--- src/rtl/ps2_pkg.sv ---
// Shared PS/2 definitions: host-transmit state encoding, frame constants and parity helper.
package ps2_pkg;

    typedef enum logic [2:0] {
        S_IDLE      = 3'd0,
        S_INHIBIT   = 3'd1,
        S_START     = 3'd2,
        S_DATA      = 3'd3,
        S_ACK       = 3'd4,
        S_WAIT_IDLE = 3'd5,
        S_ERROR     = 3'd6
    } ps2_tx_state_e;

    localparam int unsigned PS2_DATA_BITS = 8;
    localparam int unsigned PS2_STOP_IDX  = 10;
    localparam int unsigned PS2_BITCNT_W  = 4;

    // PS/2 frames carry odd parity over the eight data bits.
    function automatic logic odd_parity(input logic [PS2_DATA_BITS-1:0] d);
        return ~^d;
    endfunction

endpackage

--- src/rtl/ps2_line_sync.sv ---
// Two-flop synchroniser for the PS2_CLK / PS2_DAT pins with falling-edge detect on each line.
module ps2_line_sync (
    input  logic clk,
    input  logic reset_n,
    input  logic clk_async,
    input  logic dat_async,
    output logic clk_s,
    output logic dat_s,
    output logic clk_fall_c,
    output logic dat_fall_c
);

    logic clk_meta;
    logic dat_meta;
    logic clk_prev;
    logic dat_prev;

    // Reset to the idle-high bus level so release of reset never looks like an edge.
    always_ff @(posedge clk or negedge reset_n) begin
        if (!reset_n) begin
            clk_meta <= 1'b1;
            dat_meta <= 1'b1;
            clk_s    <= 1'b1;
            dat_s    <= 1'b1;
            clk_prev <= 1'b1;
            dat_prev <= 1'b1;
        end else begin
            clk_meta <= clk_async;
            dat_meta <= dat_async;
            clk_s    <= clk_meta;
            dat_s    <= dat_meta;
            clk_prev <= clk_s;
            dat_prev <= dat_s;
        end
    end

    assign clk_fall_c = clk_prev & ~clk_s;
    assign dat_fall_c = dat_prev & ~dat_s;

endmodule

--- src/rtl/ps2_host_tx.sv ---
// PS/2 host-to-device command transmitter driving open-drain pull-low enables.
// Optional build macro PS2_TX_RETRY_EN adds automatic retry on NACK/timeout (MAX_RETRY attempts).
module ps2_host_tx
    import ps2_pkg::*;
#(
    parameter int unsigned INHIBIT_CYCLES = 5000,
    parameter int unsigned START_TIMEOUT  = 750000,
    parameter int unsigned BIT_TIMEOUT    = 100000
`ifdef PS2_TX_RETRY_EN
    ,
    parameter int unsigned MAX_RETRY      = 2
`endif
) (
    input  logic       clk,
    input  logic       reset_n,
    input  logic [7:0] tx_data,
    input  logic       tx_valid,
    output logic       tx_ready,
    output logic       tx_done,
    output logic       tx_error,
    output logic       busy,
    input  logic       ps2_clk_async,
    input  logic       ps2_data_async,
    output logic       ps2_clk_oe,
    output logic       ps2_dat_oe
);

    localparam int unsigned T_MAX_SB = (START_TIMEOUT > BIT_TIMEOUT) ? START_TIMEOUT : BIT_TIMEOUT;
    localparam int unsigned T_MAX    = (T_MAX_SB > INHIBIT_CYCLES) ? T_MAX_SB : INHIBIT_CYCLES;
    localparam int unsigned TIMER_W  = $clog2(T_MAX + 1);

    localparam logic [TIMER_W-1:0] INH_LAST   = TIMER_W'(INHIBIT_CYCLES - 1);
    localparam logic [TIMER_W-1:0] INH_START  = TIMER_W'(INHIBIT_CYCLES - 2);
    localparam logic [TIMER_W-1:0] START_LAST = TIMER_W'(START_TIMEOUT - 1);
    localparam logic [TIMER_W-1:0] BIT_LAST   = TIMER_W'(BIT_TIMEOUT - 1);

    localparam logic [PS2_BITCNT_W-1:0] DATA_BITS_C = PS2_BITCNT_W'(PS2_DATA_BITS);
    localparam logic [PS2_BITCNT_W-1:0] STOP_IDX_C  = PS2_BITCNT_W'(PS2_STOP_IDX);

`ifdef PS2_TX_RETRY_EN
    localparam int unsigned RETRY_W = (MAX_RETRY > 0) ? $clog2(MAX_RETRY + 1) : 1;
    localparam logic [RETRY_W-1:0] RETRY_LIMIT = RETRY_W'(MAX_RETRY);

    logic [RETRY_W-1:0] retry_cnt_q;
    logic [RETRY_W-1:0] retry_cnt_n;
`endif

    ps2_tx_state_e             state_q;
    ps2_tx_state_e             state_n;
    logic [TIMER_W-1:0]        timer_q;
    logic [TIMER_W-1:0]        timer_n;
    logic [PS2_BITCNT_W-1:0]   bitcnt_q;
    logic [PS2_BITCNT_W-1:0]   bitcnt_n;
    logic [PS2_DATA_BITS-1:0]  shreg_q;
    logic [PS2_DATA_BITS-1:0]  shreg_n;
    logic                      parity_q;
    logic                      parity_n;
    logic                      clk_oe_q;
    logic                      clk_oe_n;
    logic                      dat_oe_q;
    logic                      dat_oe_n;
    logic                      done_q;
    logic                      done_n;
    logic                      error_q;
    logic                      error_n;
    logic                      ready_q;
    logic                      busy_q;
    logic                      fail_c;

    logic clk_s;
    logic dat_s;
    logic clk_fall_c;
    logic dat_fall_unused;

    ps2_line_sync u_sync (
        .clk        (clk),
        .reset_n    (reset_n),
        .clk_async  (ps2_clk_async),
        .dat_async  (ps2_data_async),
        .clk_s      (clk_s),
        .dat_s      (dat_s),
        .clk_fall_c (clk_fall_c),
        .dat_fall_c (dat_fall_unused)
    );

    // Next-state and next-output logic; every register holds unless a branch overrides it.
    always_comb begin
        state_n  = state_q;
        timer_n  = timer_q;
        bitcnt_n = bitcnt_q;
        shreg_n  = shreg_q;
        parity_n = parity_q;
        clk_oe_n = clk_oe_q;
        dat_oe_n = dat_oe_q;
        done_n   = 1'b0;
        error_n  = 1'b0;
        fail_c   = 1'b0;
`ifdef PS2_TX_RETRY_EN
        retry_cnt_n = retry_cnt_q;
`endif

        case (state_q)
            S_IDLE: begin
                if (tx_valid) begin
                    shreg_n  = tx_data;
                    parity_n = odd_parity(tx_data);
                    timer_n  = '0;
                    bitcnt_n = '0;
                    clk_oe_n = 1'b1;
                    dat_oe_n = 1'b0;
                    state_n  = S_INHIBIT;
`ifdef PS2_TX_RETRY_EN
                    retry_cnt_n = '0;
`endif
                end
            end

            // Hold the clock low; the start bit goes down one cycle before the clock is released.
            S_INHIBIT: begin
                timer_n = timer_q + TIMER_W'(1);
                if (timer_q == INH_LAST) begin
                    timer_n  = '0;
                    clk_oe_n = 1'b0;
                    dat_oe_n = 1'b1;
                    state_n  = S_START;
                end else if (timer_q == INH_START) begin
                    dat_oe_n = 1'b1;
                end
            end

            S_START: begin
                timer_n = timer_q + TIMER_W'(1);
                if (clk_fall_c) begin
                    timer_n  = '0;
                    dat_oe_n = ~shreg_q[0];
                    bitcnt_n = PS2_BITCNT_W'(1);
                    state_n  = S_DATA;
                end else if (timer_q == START_LAST) begin
                    fail_c = 1'b1;
                end
            end

            // Each device falling edge presents the next bit: data LSB first, parity, then stop.
            S_DATA: begin
                timer_n = timer_q + TIMER_W'(1);
                if (clk_fall_c) begin
                    timer_n  = '0;
                    bitcnt_n = bitcnt_q + PS2_BITCNT_W'(1);
                    if (bitcnt_q < DATA_BITS_C) begin
                        dat_oe_n = ~shreg_q[bitcnt_q[2:0]];
                    end else if (bitcnt_q == DATA_BITS_C) begin
                        dat_oe_n = ~parity_q;
                    end else begin
                        dat_oe_n = 1'b0;
                        bitcnt_n = STOP_IDX_C;
                        state_n  = S_ACK;
                    end
                end else if (timer_q == BIT_LAST) begin
                    fail_c = 1'b1;
                end
            end

            S_ACK: begin
                timer_n = timer_q + TIMER_W'(1);
                if (clk_fall_c) begin
                    timer_n = '0;
                    if (!dat_s) begin
                        state_n = S_WAIT_IDLE;
                    end else begin
                        fail_c = 1'b1;
                    end
                end else if (timer_q == BIT_LAST) begin
                    fail_c = 1'b1;
                end
            end

            // Done is raised while still here so tx_ready only rises after the pulse.
            S_WAIT_IDLE: begin
                if (done_q) begin
                    state_n = S_IDLE;
                end else begin
                    timer_n = timer_q + TIMER_W'(1);
                    if (clk_s && dat_s) begin
                        done_n = 1'b1;
                    end else if (clk_fall_c) begin
                        timer_n = '0;
                    end else if (timer_q == BIT_LAST) begin
                        fail_c = 1'b1;
                    end
                end
            end

            S_ERROR: begin
                clk_oe_n = 1'b0;
                dat_oe_n = 1'b0;
                state_n  = S_IDLE;
`ifdef PS2_TX_RETRY_EN
                if (retry_cnt_q < RETRY_LIMIT) begin
                    retry_cnt_n = retry_cnt_q + RETRY_W'(1);
                    timer_n     = '0;
                    bitcnt_n    = '0;
                    clk_oe_n    = 1'b1;
                    state_n     = S_INHIBIT;
                end
`endif
            end

            default: begin
                clk_oe_n = 1'b0;
                dat_oe_n = 1'b0;
                state_n  = S_IDLE;
            end
        endcase

        // Any NACK or timeout releases both lines on entry to ERROR.
        if (fail_c) begin
            state_n  = S_ERROR;
            timer_n  = '0;
            clk_oe_n = 1'b0;
            dat_oe_n = 1'b0;
`ifdef PS2_TX_RETRY_EN
            error_n  = (retry_cnt_q >= RETRY_LIMIT);
`else
            error_n  = 1'b1;
`endif
        end
    end

    always_ff @(posedge clk or negedge reset_n) begin
        if (!reset_n) begin
            state_q  <= S_IDLE;
            timer_q  <= '0;
            bitcnt_q <= '0;
            shreg_q  <= '0;
            parity_q <= 1'b0;
            clk_oe_q <= 1'b0;
            dat_oe_q <= 1'b0;
            done_q   <= 1'b0;
            error_q  <= 1'b0;
            ready_q  <= 1'b1;
            busy_q   <= 1'b0;
        end else begin
            state_q  <= state_n;
            timer_q  <= timer_n;
            bitcnt_q <= bitcnt_n;
            shreg_q  <= shreg_n;
            parity_q <= parity_n;
            clk_oe_q <= clk_oe_n;
            dat_oe_q <= dat_oe_n;
            done_q   <= done_n;
            error_q  <= error_n;
            ready_q  <= (state_n == S_IDLE);
            busy_q   <= (state_n != S_IDLE);
        end
    end

`ifdef PS2_TX_RETRY_EN
    always_ff @(posedge clk or negedge reset_n) begin
        if (!reset_n) begin
            retry_cnt_q <= '0;
        end else begin
            retry_cnt_q <= retry_cnt_n;
        end
    end
`endif

    assign tx_ready   = ready_q;
    assign tx_done    = done_q;
    assign tx_error   = error_q;
    assign busy       = busy_q;
    assign ps2_clk_oe = clk_oe_q;
    assign ps2_dat_oe = dat_oe_q;

endmodule

--- config.mk ---
export PLATFORM = sky130hd
export DESIGN_NAME = ps2_host_tx
export DESIGN_NICKNAME = d
export VERILOG_FILES = /design/src/rtl/ps2_pkg.sv /design/src/rtl/ps2_line_sync.sv /design/src/rtl/ps2_host_tx.sv
export SDC_FILE = /design/constraint.sdc
export NUM_CORES = 1
export LEC_CHECK = 0
export ABC_AREA = 1
export CORE_MARGIN = 2
export CORE_UTILIZATION = 40
export DETAILED_ROUTE_END_ITERATION = 8
export SLEW_MARGIN = 20
export SYNTH_ARGS = -nofsm -noshare
export SYNTH_HDL_FRONTEND = slang
export SYNTH_SLANG_ARGS = --single-unit
--- constraint.sdc ---
create_clock -name clk -period 2.9 [get_ports clk]
set_input_delay 0.29 -clock clk [delete_from_list [all_inputs] [get_ports clk]]
set_output_delay 0.29 -clock clk [all_outputs]
set_load 0.01 [all_outputs]
**After elaboration in Yosys (flattened, before gate mapping)**

Cells that the tools add are included.
W data, S select, Z words.

- Flip-flop bits (word level): 47
- Input port bits: 13
- Output and inout port bits: 6

- Add/subtract/negate cells: 2
- Order comparisons: 2
- Equality and inequality tests: 21
- Multiplexer cells: 52
- Bitwise operators: 5
- Reductions and logical operators: 15

Operators by type and width:

| cell | number |
|---|---|
| $mux W20 | 6 |
| $pmux W20 S4 | 1 |
| $eq A20 B13 Y1 const B | 2 |
| $mux W3 | 10 |
| $mux W1 | 24 |
| $add A20 B1 Y20 const B | 1 |
| $eq A20 B17 Y1 const B | 1 |
| $eq A20 B20 Y1 const B | 1 |
| $mux W4 | 5 |
| $pmux W3 S6 | 1 |
| $ne A3 B3 Y1 const B | 5 |
| $pmux W4 S3 | 1 |
| $reduce_xnor A8 Y1 | 1 |
| $eq A3 B2 Y1 const B | 2 |
| $eq A3 B3 Y1 const B | 2 |
| $logic_not A3 Y1 | 2 |
| $ne A2 B2 Y1 const B | 3 |
| $reduce_and A3 Y1 | 2 |
| $reduce_bool A3 Y1 | 2 |
| $pmux W1 S5 | 1 |
| $reduce_and A5 Y1 | 1 |
| $reduce_bool A5 Y1 | 1 |
| $add A4 B1 Y4 const B | 1 |
| $eq A4 B4 Y1 const B | 1 |
| other kinds (16) | 20 |

**Longest topological paths before layout**

Gate-level depths: netlist of the first run.

- Depth after elaboration: 8
- Depth in mapped cells: 12

**By module**

Synthesis of the first run repeated with hierarchy kept, for this count alone.

- Cell total of the unflattened synthesis: 430
- Area total of the unflattened synthesis: 3099.2 um^2

Modules (own cells, without submodules):

| module | instances | cells each | area an instance (um^2) |
|---|---|---|---|
| ps2_host_tx | 1 | 420 | 2921.6 |
| ps2_line_sync | 1 | 10 | 177.7 |

**Worst setup path before layout of the first run**

Ideal clock, no wire load.

- Kind: reg2reg
- Start: reg timer_q[1]
- End: reg timer_q[15]
- Data arrival time: 1399 ps
- Required time: 2774 ps
- Slack: 1375 ps
- Cell stages (with the launch flop): 12
- Path buffers: 1
- Clock period less this slack: 1525 ps
- Path through: dfrtp_1 > ha_1 > nand3_1 > nor2_1 > nand3_1 > nand2_1 > nand2_1 > nand2_1 > nand2_4 > nand2_4 > buf_6 > a21oi_2

- Cells in the longest elaborated chain, start to end: 8
- Elaborated cells on any way between the ends: 22
- Those cells by class: 1 x add/sub; 5 x eq/ne; 14 x mux; 2 x reduce/logical

RTL lines:

| element | RTL line | RTL |
|---|---|---|
| start, declared | ps2_host_tx.sv:50 | `logic [TIMER_W-1:0] timer_q;` |
| start signal, assigned | ps2_host_tx.sv:244 | `timer_q <= timer_n;` |
| branches (longest 8 deep; another with $add A20 B1 Y20) | n/a |  |

Several ways; the timed one is not identified. The select of a mux whose other input is x is not followed.
A chain may end at the register's enable or synchronous reset.

**Worst setup path after layout of the first run**

- Start: reg state_q[1]
- End: reg timer_q[16]

- Cells in the longest elaborated chain, start to end: 4
- Elaborated cells on any way between the ends: 14
- Those cells by class: 7 x eq/ne; 3 x mux; 4 x reduce/logical

RTL lines:

| element | RTL line | RTL |
|---|---|---|
| start, declared | ps2_host_tx.sv:48 | `ps2_tx_state_e state_q;` |
| start signal, assigned | ps2_host_tx.sv:243 | `state_q <= state_n;` |
| $eq A3 B3 Y1 / $eq A3 B2 Y1 (equally long branches) | ps2_host_tx.sv:102 | `case (state_q)` |
| $pmux W1 S4 / $reduce_or A3 Y1 (equally long branches) | n/a |  |
| $ne A3 B3 Y1 (no line), or another cell as far along | n/a |  |
| $reduce_and A3 Y1 (no line) / $mux W20 (equally long branches) | n/a |  |

Parallel ways exist; a longest one is shown, timed or not.

==> impl_metrics.json, run 1 <==
{
  "clock_path_buffers": 2,
  "endpoint": "timer_q[16]",
  "grt_pass1_vias": 2134,
  "yosys_warnings": 0,
  "cts_root_buffer": "clkbuf_8",
  "layout_common_cells": "50 x nand2_1, 41 x dfrtp_1, 39 x nand3_1",
  "clock_sinks": 47,
  "dr.pass1.iters": 4,
  "worstSetupPathType": "flop to flop",
  "synth_simple_gate_area_share_pct": 28.4,
  "synthAdderAreaFrac_pct": 1.81,
  "ys_types": 36,
  "outcome": "finished, violations left",
  "syn_to_final_growth_pct": 12.1,
  "fin_util_pct": 45.9,
  "post_cts_buffers": 0,
  "antennaDiodeCount": 0,
  "finalPower_mw": 1.15,
  "slew_viol_final": 0,
  "cts_max_level": 2,
  "synthesis.nets": 349,
  "initial_core_util_pct": 40.9,
  "io_pins": 19,
  "rsz0062_at_grt": "no",
  "synth_area_sq_mm": 0.00277,
  "max-vdd-ir-drop_uv": 225,
  "critPathRequiredTime_ps": 3140,
  "antenna_found_initial": 0,
  "grt_max_degree": 48,
  "max_cap_violations": 0,
  "netlist_top_cells_area": "dfrtp_1 37%, nand3_1 7.1%, nand2_1 6.8%",
  "cts_tree": "yes",
  "dp_hpwl_mm": 4.18,
  "critPathLaunchType": "flop",
  "routedWlPerCell_microns": 13.2,
  "wl_mm": 5.73,
  "clkTransAtPathRegs_ps": 100,
  "fin_nets": 369,
  "r2r_setup_slack_ps": 1020,
  "cp.arrival_ps": 2120,
  "postCtsHoldBufs": 0,
  "power.density_mw_per_mm2": 371,
  "synth_largest_area_cell": "dfrtp_1",
  "ys.flop_type": "dfrtp_1",
  "critPathMaxFanout": 28,
  "clk_latency_ps": 310,
  "cts_buffers": 5,
  "fmax_ghz": 0.532,
  "grt_first_pass_wirelength_mm": 9.89,
  "startpoint": "state_q[1]",
  "ant_nets": 0,
  "die_h_microns": 87.2,
  "yosys.area_share.xor_xnor_pct": 6.33,
  "p_comb_share_pct": 4.6,
  "worst_clock_skew_ps": 11.7,
  "reg2reg_depth": 8,
  "seq_area_frac_synth_pct": 42.8,
  "switching_share_pct": 24.7,
  "die_x_microns": 87.2,
  "drive_above_1_share_pct": 16.4,
  "synth_edf_count": 0,
  "overflow": 0,
  "setup_tns_ps": 0,
  "drt-initial-drc-count": 115,
  "timing.rr.end": "timer_q[16]",
  "ctsResizeCount": 0,
  "power.switching_mw": 0.285,
  "synthMuxAreaShare_pct": 2.85,
  "place.gp.congestion": 0.875,
  "grt_usage_pct": 16.5,
  "drc": 0,
  "setup_viol_count_final": 0,
  "layout_commonest_cell": "nand2_1",
  "port_buffers": 18,
  "dr_total_vias": 2268,
  "rows": 30,
  "placed_cells": 425,
  "intPower_mw": 0.866,
  "worst_pin_slew_ps": 584,
  "worstHoldPathType": "primary input to async pin",
  "final-instance-count-excl-fill": 433,
  "violations": "hold timing",
  "end_kind": "flop",
  "r2r-start": "state_q[1]",
  "power_leakage_nw": 1.47,
  "core-area_sq_mm": 0.00676,
  "hold_viol_final": 41,
  "die_area_sq_mm": 0.00760,
  "viasPerCell": 5.24,
  "hold_ws_ps": -39.0,
  "synthDominantCellAreaShare_pct": 37.1,
  "synth_top_family_by_area": "simple AND/OR/NAND/NOR gates",
  "synth-seq-cells": 47,
  "synth_cells": 332,
  "max_slew_margin_pct": 61.0,
  "p_seq_share_pct": 57.6,
  "period_share_pct": 64.8,
  "async_reset_ff_share_pct": 100,
  "clkPwrFrac_pct": 37.8,
  "synth_compound_area_share_pct": 10.5,
  "synth.avg_cell_area_sq_um": 8.33,
  "post-route-min-period_ps": 1880
}
layout make-up:
cell class	count	area [sq um]
clock buffer	5	68.8
fill	671	3660
inverter	42	160
timing repair buffer	18	178
tap	80	100
clock inverter	3	27.5
sequential	47	1180
multi-input combinational	238	1380
sequential cells by signal, summed over array words and instances, names as in the netlist:
signal,count
timer_q,20
shreg_q,8
bitcnt_q,4
state_q,3
busy,1
parity_q,1
ps2_clk_oe,1
ps2_dat_oe,1
tx_done,1
tx_error,1
tx_ready,1
u_sync.clk_meta,1
u_sync.clk_prev,1
u_sync.clk_s,1
u_sync.dat_meta,1
u_sync.dat_s,1
cells in the mapped netlist (2+ instances only):
| cell | number |
|---|---|
| a21oi_1 | 19 |
| a21oi_2 | 10 |
| buf_2 | 2 |
| buf_6 | 2 |
| dfrtp_1 | 41 |
| dfstp_2 | 6 |
| ha_1 | 4 |
| inv_1 | 37 |
| inv_2 | 4 |
| mux2_2 | 7 |
| nand2_1 | 50 |
| nand2_2 | 2 |
| nand2_4 | 2 |
| nand3_1 | 39 |
| nand3_2 | 3 |
| nand3b_1 | 2 |
| nand4_1 | 12 |
| nor2_1 | 31 |
| nor2_2 | 9 |
| nor3_1 | 5 |
| o21ai_0 | 10 |
| o21ai_1 | 3 |
| xnor2_1 | 9 |
| xor2_1 | 11 |
metal layers:
layer	routed length [microns]	global-route usage [%]	part of all wire, %
met1	2740	22.4	48
met2	2760	26.8	48
met3	170	3.13	3.0
met4	51	5.03	0.89
met5	0	0	0
cell families after synthesis:
family                   count (synthesis)
multiplexers                             7
buffers and inverters                   47
AND/OR/NAND/NOR                        160
adder cells (fa/ha/maj)                  4
AO/OA/AOI/OAI                           47
XOR/XNOR                                20
flip-flops                              47
how the worst min path moves through the flow:
stage                         to  cells past startpoint  slack, ps
floorplan            bitcnt_q[0]                      0         -6
global placement    u_sync.clk_s                      0        350
detailed placement  u_sync.clk_s                      0        350
CTS                   timer_q[2]                      1        190
global route          timer_q[2]                      1         10
finish                timer_q[9]                      1        -40
stage by stage:
step / worst slack (ps) / instance area (sq um)
floorplan: 1380 / 2770
finish: 1020 / 3100
global placement: 854 / 3000
CTS: 988 / 3100
global route: 803 / 3100
detailed placement: 792 / 3000
power by group through the flow:
stage	Clock (mW)	Combinational, mW	Sequential (mW)
floorplan	0	0.0203	0.676
global placement	0	0.0540	0.676
detailed placement	0	0.0543	0.676
CTS	0.451	0.0547	0.663
global route	0.486	0.0610	0.664
finish	0.434	0.0530	0.663
critical path: stages, from the launching register on:
cell and delay, ps:
dfrtp_1 500, nor2_2 80, nand3b_1 190, nand3_4 220, inv_4 330, nand3_1 170, o21ai_1 150, inv_1 50
a21oi_1 100
No activity file was read; power rests on OpenSTA's default activity.
==> inputs of run 2 (changes only) <==
- clock period: 2.9 -> 1.7 ns (I/O delays scaled with it)
==> run 2 against run 1 <==
The flow now finishes without violations. Routed wire length up 9.0%. Total power up 82%. Critical path type unchanged. Die area unchanged.
==> impl_metrics.json, run 2 (synthesized netlist as in run 1, its figures left out) <==
{
  "grt_pass1_vias": 2217,
  "worstHoldPathType": "primary input to async pin",
  "outcome": "finished clean",
  "clk_latency_ps": 300,
  "routedWlPerCell_microns": 13.4,
  "largest_register": "timer_q",
  "fin_nets": 401,
  "setup_ws_ps": 74.0,
  "wl_mm": 6.24,
  "final-instance-count-excl-fill": 465,
  "rows": 30,
  "clock_path_buffers": 2,
  "largest_reg_flops": 20,
  "overflow": 0,
  "clkTransAtPathRegs_ps": 90,
  "cts_tree": "yes",
  "drt-initial-drc-count": 118,
  "max_slew_margin_pct": 69.0,
  "r2r_setup_slack_ps": 70,
  "critPathRequiredTime_ps": 1890,
  "grt_use_met2_pct": 28.5,
  "worst_pin_slew_ps": 464,
  "grt_first_pass_wirelength_mm": 10.2,
  "core-area_sq_mm": 0.00676,
  "end_kind": "flop",
  "io_pins": 19,
  "critPathMaxFanout": 3,
  "dr_total_vias": 2397,
  "ant_nets": 0,
  "place_ws_ps": -33.4,
  "antenna_found_initial": 0,
  "reg2reg_depth": 9,
  "initial_core_util_pct": 40.9,
  "fillers": 658,
  "hold_viol_final": 0,
  "slew_viol_final": 0,
  "viasPerCell": 5.15,
  "timing.rr.end": "timer_q[13]",
  "worst_clock_skew_ps": 8.19,
  "cp.arrival_ps": 1820,
  "fmax_ghz": 0.615,
  "power.density_mw_per_mm2": 605,
  "grt_usage_pct": 16.9,
  "cts_max_level": 2,
  "critPathLaunchType": "flop",
  "die_x_microns": 87.2,
  "power_leakage_nw": 1.64,
  "antennaDiodeCount": 0,
  "r2r-start": "timer_q[1]",
  "startpoint": "timer_q[1]",
  "port_buffers": 18,
  "cts_root_buffer": "clkbuf_8",
  "max_cap_violations": 0,
  "drc": 0,
  "die_h_microns": 87.2,
  "rsz0062_at_grt": "yes",
  "setup_viol_count_final": 0,
  "period_share_pct": 95.6,
  "place.gp.congestion": 0.870,
  "busiest_layer": "met2",
  "setup_tns_ps": 0,
  "top_regs": "timer_q x20, shreg_q x8, bitcnt_q x4",
  "die_area_sq_mm": 0.00760,
  "drive_above_1_share_pct": 27.3,
  "use_met3_pct": 2.84,
  "worstSetupPathType": "flop to flop",
  "dr.pass1.iters": 4,
  "max-vdd-ir-drop_uv": 304,
  "layout_commonest_cell": "nand2_1",
  "clock_sinks": 47,
  "layout_common_cells": "49 x nand2_1, 36 x inv_1, 36 x nand3_1, 36 x dfrtp_1, 28 x buf_4",
  "grtUsageMet1_pct": 22.9,
  "dp_hpwl_mm": 4.66,
  "endpoint": "timer_q[13]",
  "post-route-min-period_ps": 1630,
  "cts_buffers": 5,
  "syn_to_final_growth_pct": 25.2,
  "finalPower_mw": 2.09,
  "placed_cells": 446,
  "grt_max_degree": 28
}
-- run 2: what timing repair did --
item                                    in CTS  in global routing
hold endpoints to repair                    41                  0
pin swaps                                    0                 10
endpoints found under the setup margin      11                 22
cloned                                       0                  2
setup buffers                                0                  8
hold buffers                                 1                  0
gates resized for setup                      1                 23
-- run 2: final cells by class --
class	instances	area (sq um)	area share, %
Clock buffer	6	82.6	2.38
Clock inverter	2	35.0	1.01
Tap cell	80	100	2.89
Inverter	42	160	4.62
Multi-Input combinational cell	240	1480	42.7
Timing Repair Buffer	48	415	12.0
Sequential cell	47	1190	34.4
-- run 2: metal layers --
layer | vias up | wire length (microns)
met4 | 0 | 85
li1 | 1211 | -
met2 | 41 | 3000
met5 | - | 0
met3 | 10 | 190
met1 | 1135 | 2960
-- run 2: worst max-delay path: stages, from the launching register on --
cell	delay [ps]
dfrtp_1	400
buf_4	140
nand3_1	140
nor2_4	160
buf_4	120
nand4_1	170
nand4_1	160
nand3_1	80
nand3_1	70
o21ai_0	80
-- run 2: power breakdown --
part | switching, mW | total (mW) | internal, mW | leakage, nW
registers | 0.00336 | 1.13 | 1.13 | 0.562
logic | 0.0501 | 0.103 | 0.0526 | 1.01
clock network | 0.384 | 0.860 | 0.476 | 0.0612
-- run 2: worst min path at each step --
stage	start	endpoint
final	reset_n	timer_q[18]
after global routing	reset_n	timer_q[18]
after CTS	reset_n	timer_q[18]
after detailed placement	reset_n	timer_q[18]
after global placement	reset_n	timer_q[18]
after floorplan	reset_n	bitcnt_q[0]
-- run 2: through the flow --
step	hold slack [ps]	cell area, sq um	utilization (%)
after floorplan	-126	2770	-
after global placement	-2.65	3170	46.9
after detailed placement	0.594	3170	46.9
after CTS	212	3310	49.0
after global routing	236	3460	51.3
final	212	3460	51.3
==> inputs of run 3 (changes only) <==
- REMOVE_ABC_BUFFERS: unset -> 1
- SLEW_MARGIN: 20 -> unset
- SYNTH_HIERARCHICAL: unset -> 1
==> run 3 against run 2 <==
Clock power shrank 11%. Sequential share of layout area shrank 3.7 points. Worst setup slack gained 8.4 ps. Critical path type unchanged.
==> impl_metrics.json, run 3 <==
{
  "synth_cells": 427,
  "post-route-min-period_ps": 1620,
  "cts_root_buffer": "clkbuf_8",
  "drive_above_1_share_pct": 22.4,
  "wl_mm": 8.34,
  "grt_max_degree": 20,
  "overflow": 0,
  "yosys_warnings": 6,
  "die_h_microns": 91.5,
  "clk_latency_ps": 300,
  "place.gp.congestion": 0.898,
  "grt_usage_pct": 20.1,
  "fin_nets": 503,
  "die_area_sq_mm": 0.00837,
  "path_cells": "buf_4 -> inv_1 -> nand4_1 -> nor2_2 -> nand2_1 -> nand2_2 -> a21boi_2 -> buf_12 -> nand3_1 -> o21ai_0",
  "io_pins": 19,
  "grt_pass1_vias": 2856,
  "cts_buffers": 5,
  "power_leakage_nw": 1.85,
  "hold_viol_final": 0,
  "critPathLaunchType": "flop",
  "worst_clock_skew_ps": 8.00,
  "port_buffers": 18,
  "layout_commonest_cell": "nand2_1",
  "cp.arrival_ps": 1810,
  "worstSetupPathType": "flop to flop",
  "synth_area_sq_mm": 0.00306,
  "dp_hpwl_mm": 6.12,
  "largest_register": "timer_q",
  "clock_path_buffers": 2,
  "setup_tns_ps": 0,
  "die_x_microns": 91.5,
  "fmax_ghz": 0.618,
  "routedWlPerCell_microns": 14.2,
  "antenna_found_initial": 0,
  "rsz0062_at_grt": "yes",
  "dr_total_vias": 3034,
  "ant_nets": 0,
  "crit_family": "simple AND/OR/NAND/NOR gates",
  "antennaDiodeCount": 0,
  "rows": 31,
  "layout_common_cells": "98 x nand2_1, 59 x nand3_1, 42 x inv_1",
  "max_slew_margin_pct": 74.1,
  "fin_util_pct": 53.1,
  "placed_cells": 567,
  "finalPower_mw": 2.01,
  "synth.avg_cell_area_sq_um": 7.17,
  "slew_viol_final": 0,
  "dr.pass1.iters": 4,
  "largest_reg_flops": 20,
  "r2r_setup_slack_ps": 80,
  "initial_core_util_pct": 41.8,
  "clkTransAtPathRegs_ps": 90,
  "end_kind": "flop",
  "syn_to_final_growth_pct": 27.0,
  "outcome": "finished clean",
  "core-area_sq_mm": 0.00733,
  "grt_first_pass_wirelength_mm": 13.7,
  "period_share_pct": 95.2,
  "drc": 0,
  "cts_max_level": 2,
  "worstHoldPathType": "primary input to flop",
  "top_regs": "timer_q x20, shreg_q x8, bitcnt_q x4",
  "critPathMaxFanout": 11,
  "viasPerCell": 5.18,
  "critPathRequiredTime_ps": 1890,
  "final-instance-count-excl-fill": 586,
  "worst_pin_slew_ps": 389,
  "cts_tree": "yes",
  "crit_buf_inv": 3,
  "crit_slowest_cell": "dfrtp_1",
  "max_cap_violations": 0,
  "setup_viol_count_final": 0,
  "drt-initial-drc-count": 163,
  "max-vdd-ir-drop_uv": 360,
  "power.density_mw_per_mm2": 517,
  "slowest_delay_ps": 440,
  "clock_sinks": 47
}
[run 3: worst register-to-register path, stage by stage (launching register included)]
cell and delay [ps]:
dfrtp_1 440, buf_4 170, inv_1 70, nand4_1 110, nor2_2 150, nand2_1 80
nand2_2 110, a21boi_2 80, buf_12 160, nand3_1 60, o21ai_0 70
[run 3: layout make-up]
cell class / count / area (sq um)
fill: 695 / 3440
multi-input combinational: 318 / 1750
sequential: 47 / 1190
timing repair buffer: 59 / 510
inverter: 55 / 209
tap: 99 / 124
clock buffer: 7 / 96.3
clock inverter: 1 / 7.51
[run 3: path summary, 6_finish.rpt]
path                            startpoint               to  cells past startpoint
setup / recovery                timer_q[8]       timer_q[5]                     10
hold / removal              ps2_data_async  u_sync/dat_meta                      1
setup reg to reg                timer_q[8]       timer_q[5]                     10
hold reg to reg            u_sync/dat_meta     u_sync/dat_s                      0
max in group asynchronous          reset_n     u_sync/dat_s                      3
min in group asynchronous          reset_n       timer_q[8]                      2
[run 3: repair_timing]
action	4_1_cts	5_1_grt
endpoints found under the hold margin	14	0
buffers inserted	0	9
resized for setup	0	47
endpoints found under the setup margin	0	25
hold buffers	1	0
[run 3: per-stage QoR]
step           worst slack [ps]  hold WS [ps]  area, sq um
2_1_floorplan              38.4          -126         3020
3_5_place_dp               28.0           124         3570
6_report                   82.4           269         3890
3_3_place_gp               58.5           122         3570
5_1_grt                   -56.6           264         3890
4_1_cts                    7.84           259         3690
[run 3: routing by layer]
layer / routed length, microns / vias up / global-route usage (%)
met4: 118 / 0 / 5.56
li1: - / 1531 / -
met1: 3880 / 1417 / 27.6
met5: 0 / - / 0
met2: 3980 / 72 / 33.0
met3: 365 / 14 / 2.99
[run 3: power by group]
group          switching [mW]  leakage, nW  internal (mW)
logic                  0.0592         1.25         0.0564
registers             0.00274        0.546           1.13
clock network           0.396       0.0505          0.371
total                   0.458         1.85           1.55
